<file path="config.mk">
export PLATFORM = sky130hd
export DESIGN_NAME = multi_bit_fast2slow
export DESIGN_NICKNAME = d
export VERILOG_FILES = /design/src/rtl/multi_bit_fast2slow.sv
export SDC_FILE = /design/constraint.sdc
export NUM_CORES = 1
export LEC_CHECK = 0
export CAP_MARGIN = 20
export CORE_MARGIN = 3
export CORE_UTILIZATION = 40
export CTS_BUF_LIST = sky130_fd_sc_hd__clkbuf_4 sky130_fd_sc_hd__clkbuf_8
export CTS_CLUSTER_SIZE = 14
export DETAILED_ROUTE_END_ITERATION = 8
export PLACE_DENSITY = 0.67
export SETUP_SLACK_MARGIN = 0.2
export SYNTH_ARGS = -nofsm -noshare
export SYNTH_HDL_FRONTEND = slang
export SYNTH_SLANG_ARGS = --single-unit
</file>
<file path="constraint.sdc">
create_clock -name clka -period 1.6 [get_ports clka]
set_clock_uncertainty 0.1 [all_clocks]
set_input_delay 0.16 -clock clka [delete_from_list [all_inputs] [get_ports clka]]
set_output_delay 0.16 -clock clka [all_outputs]
set_load 0.02 [all_outputs]
</file>
<file path="src/rtl/multi_bit_fast2slow.sv">
// Fast-to-slow multi-bit transfer using a toggle req/ack handshake.
// The slow domain is the same clock qualified by clkb_en; only req and ack cross.
module multi_bit_fast2slow #(
  parameter int DATA_WIDTH = 8
) (
  input  logic                  clka,
  input  logic                  rst,
  input  logic                  clkb_en,
  input  logic [DATA_WIDTH-1:0] din,
  input  logic                  valid_in,
  output logic                  busy,
  output logic [DATA_WIDTH-1:0] dout,
  output logic                  valid_out
);

  logic [DATA_WIDTH-1:0] hold_q, hold_d;
  logic                  req_q, req_d;
  logic                  s1_q, s1_d;
  logic                  s2_q, s2_d;
  logic                  s3_q, s3_d;
  logic                  a1_q, a1_d;
  logic                  a2_q, a2_d;
  logic [DATA_WIDTH-1:0] dout_q, dout_d;
  logic                  valid_out_q, valid_out_d;
  logic                  accept;

  // busy spans from the req toggle until the ack edge has been synchronised back.
  assign busy      = req_q ^ a2_q;
  assign accept    = valid_in && !busy;
  assign dout      = dout_q;
  assign valid_out = valid_out_q;

  always_comb begin
    hold_d      = hold_q;
    req_d       = req_q;
    s1_d        = s1_q;
    s2_d        = s2_q;
    s3_d        = s3_q;
    dout_d      = dout_q;
    valid_out_d = valid_out_q;
    a1_d        = s3_q;
    a2_d        = a1_q;

    if (accept) begin
      hold_d = din;
      req_d  = ~req_q;
    end

    // hold_q is stable while busy, so it is safe to sample on the detected req edge.
    if (clkb_en) begin
      s1_d = req_q;
      s2_d = s1_q;
      s3_d = s2_q;
      if (s2_q != s3_q) begin
        dout_d      = hold_q;
        valid_out_d = 1'b1;
      end else begin
        valid_out_d = 1'b0;
      end
    end
  end

  always_ff @(posedge clka) begin
    if (!rst) begin
      hold_q      <= '0;
      req_q       <= 1'b0;
      s1_q        <= 1'b0;
      s2_q        <= 1'b0;
      s3_q        <= 1'b0;
      a1_q        <= 1'b0;
      a2_q        <= 1'b0;
      dout_q      <= '0;
      valid_out_q <= 1'b0;
    end else begin
      hold_q      <= hold_d;
      req_q       <= req_d;
      s1_q        <= s1_d;
      s2_q        <= s2_d;
      s3_q        <= s3_d;
      a1_q        <= a1_d;
      a2_q        <= a2_d;
      dout_q      <= dout_d;
      valid_out_q <= valid_out_d;
    end
  end

endmodule

</file>
==> impl_summary.log <==
[metrics] met2 track utilization from global routing: 18.2%
[metrics] highest fanout seen on the critical path: 3
[metrics] Worst Path Arrival: 1.05 ns
[metrics] hold bufs inserted after CTS: 0
[metrics] site row count: 16
[metrics] Synth-to-Final Area Change: 29.8%
[metrics] met1 layer usage reported by global route: 16.0%
[metrics] start of the worst register-to-register path: req_q
[metrics] GRT busiest layer: met2
[metrics] GRT Resource Usage Total: 11.7%
[metrics] result of the run: complete, no violations
[metrics] combined area of all synthesized cells: roughly 860 um^2
[metrics] number of remaining DRC errors: 0
[metrics] number of antenna violations at the first check in global routing: 0
[metrics] element type at the critical path start: flop
[metrics] cells taking the most area after synthesis: sky130_fd_sc_hd__dfxtp_1 54%, sky130_fd_sc_hd__mux2i_1 22%, sky130_fd_sc_hd__nand2_1 11%, sky130_fd_sc_hd__nor2b_1 2.2%, sky130_fd_sc_hd__xor2_1 2.0%
[metrics] Max clock buf depth: 2
[metrics] cell accounting for the most synthesized area: sky130_fd_sc_hd__dfxtp_1
[metrics] routed via count divided by cell count: 4.48
[metrics] count of boundary I/O pins: 22
[metrics] post-CTS clock slew at the launch and capture registers of the worst setup and hold paths: 0.13 ns
[metrics] final-report max-slew violation count: 0
[metrics] type of destination of the critical path: primary output
[metrics] via count of the first global-routing pass: 568
[metrics] worst-case vdd ir drop: 0.405 mV
[metrics] Congestion Overflow GR: 0
[metrics] Worst Tran Pin Value: 0.291 ns
[metrics] die height: 52.4 um
[metrics] number of standard cells after synthesis: 85
[metrics] Post-Synth Simple-Gate Area: ~17%
[metrics] met3 Use GR: less than 1%
[metrics] Post-DP HPWL: 984 um
[metrics] achievable clock frequency: ~760 MHz
[metrics] proportion of synthesized chip area in sequential cells: 53.6%
[metrics] post-route design area: 1120 um^2
[metrics] critical path class: flop to primary output
[metrics] maximum number of pins on one net before global-route repair: 32
[metrics] Post-layout nets: 120
[metrics] ANT cells: 0
[metrics] unrepaired setup endpoints after global routing: true
[metrics] drt wl/cell: between 10 and 15 um
[metrics] synthesized net count: 97
[metrics] hold wc startpoint: din[1]
[metrics] total cell area at the placement stage: around 1100 um^2
[metrics] count of flip-flops with a built-in enable after synthesis: 0
[metrics] drt initial violations: 4
[metrics] effective utilization at floorplan: 42.9%
[metrics] top_reg_cell synth: sky130_fd_sc_hd__dfxtp_1
[metrics] average footprint of a synthesized cell: between 10 and 15 um^2
[metrics] count leader, synth: sky130_fd_sc_hd__nand2_1
[metrics] core area: 2000 um^2
[metrics] placer congestion estimate: ~0.63
[metrics] total wire length: 1380 um
[metrics] number of buffers inserted during clock tree synthesis: 3
[metrics] ratio of total power to cell area: between 800 and 900 nW/um^2
[metrics] TritonCTS sink count: 23
[metrics] synth cell count leaders: 25 x sky130_fd_sc_hd__nand2_1, 23 x sky130_fd_sc_hd__dfxtp_1, 19 x sky130_fd_sc_hd__mux2i_1, 4 x sky130_fd_sc_hd__clkbuf_1, 3 x sky130_fd_sc_hd__nor2b_1
[metrics] first-pass GRT wire length: around 2500 um
[metrics] Post-Synth Adder-Cell Area: 0%
[metrics] Final Critical Period: 1.31 ns
[metrics] Die W: between 50 and 60 um
[metrics] number of buffers inserted to repair setup after CTS: 0
[metrics] die area: 2740 um^2
[metrics] total power: 958 uW
[metrics] Pleak: 0.570 nW
[metrics] vias after detailed routing: 600
[metrics] Post-Route Setup TNS: 0 ns
[metrics] port bufs: 21
[metrics] share of synthesized flip-flops with an asynchronous set or reset: 0%
[metrics] layout cells sized above 1: under 10%
[metrics] Synth Register Bits: 23
[metrics] CTS root buf: sky130_fd_sc_hd__clkbuf_4
[metrics] CP Launch Point: req_q
[metrics] area fraction of the dominant cell type after synthesis: 53.6%
[metrics] number of cells on the worst hold path: 3
[metrics] main combinational cell family by area after synthesis: multiplexers
[metrics] MaxCap Viol Count: 0
[metrics] Synth Area in Compound Gates: 2.04%
[metrics] DRT antenna net count: 0
[metrics] Rel. slew slack: 80.5%
[metrics] first-pass detailed-route iteration total: 3
[metrics] hold violation count in the final report: 0
[metrics] post-route fraction of the period consumed by the critical path: 81.9%
[metrics] H-tree depth reported by CTS: 1
[metrics] final standard cell utilization of the core: between 50 and 60%
[metrics] length in cells of the worst reg-to-reg path: 3
[metrics] post-synthesis cell type count: 14
[metrics] data required time at the worst endpoint: 1.34 ns
[metrics] post-synthesis xor/xnor area fraction: 2.04%
[metrics] multiplexer share of the synthesized area: 22.1%
[metrics] Final setup viols: 0
[metrics] Clock Latency Late Sink: 0.30 ns
[metrics] Yosys warning total: 0
[metrics] worst hold-check path type: primary input to flop
[metrics] TritonCTS clock tree: yes
## stage by stage
step	hold slack, ns	cells	setup WS, ns
final	0.292	134	0.289
after global routing	0.291	134	0.197
after CTS	0.291	134	0.113
after detailed placement	0.331	130	0.0772
after global placement	0.314	130	0.0984
after floorplan	0.198	85	0.226
## power breakdown
group | switching (mW) | internal [mW] | total [mW]
Sequential | 0.00659 | 0.591 | 0.597
Combinational | 0.0444 | 0.0564 | 0.101
Clock | 0.167 | 0.0931 | 0.260
Total | 0.218 | 0.740 | 0.958
## critical path: stages, from the launching register on
cell	delay [ns]
sky130_fd_sc_hd__dfxtp_1	0.38
sky130_fd_sc_hd__xor2_1	0.18
sky130_fd_sc_hd__clkbuf_2	0.19
## cell type report
type                    instances  area [um^2]
fillers                       193          886
clock buffers                   3         22.5
repair buffers                 23          221
inverters                       1         3.75
multi-input cells              56          369
well taps                      27         33.8
flip-flops and latches         23          460
clock inverters                 1         5.00
## metal layers
metal  part of all wire, %  up-vias
met5                     0        -
met4                   1.2        0
met3                   2.8        2
met2                    46       12
met1                    50      265
li1                      -      321
## logic make-up after synthesis
logic type | count (synthesis)
muxes | 19
and+or+nand+nor | 33
AOI/OAI and AO/OA | 2
DFF | 23
buffers and inverters | 6
xor gates and xnor gates | 2
## placed cells by master, fill, tap and decap left out, drive strengths merged
cell type / count
or2: 1
nand2: 26
nor2b: 3
clkdlybuf4s50: 11
inv: 1
nand2b: 1
buf: 2
o211a: 1
mux2i: 19
xor2: 2
clkinv: 1
clkbuf: 4
a21boi: 1
and2: 2
dfxtp: 23
dlygate4sd2: 9
## path summary, 6_finish.rpt
kind                to  slack [ns]
max               busy        0.29
min          hold_q[1]        0.29
max reg2reg  hold_q[6]        0.33
min reg2reg       a2_q        0.36
## repair_timing
action	CTS	global route
gates cloned	0	0
pin swaps	0	0
resized for setup	10	3
setup endpoints to repair	10	9
Power figures use the tool's default switching activity.
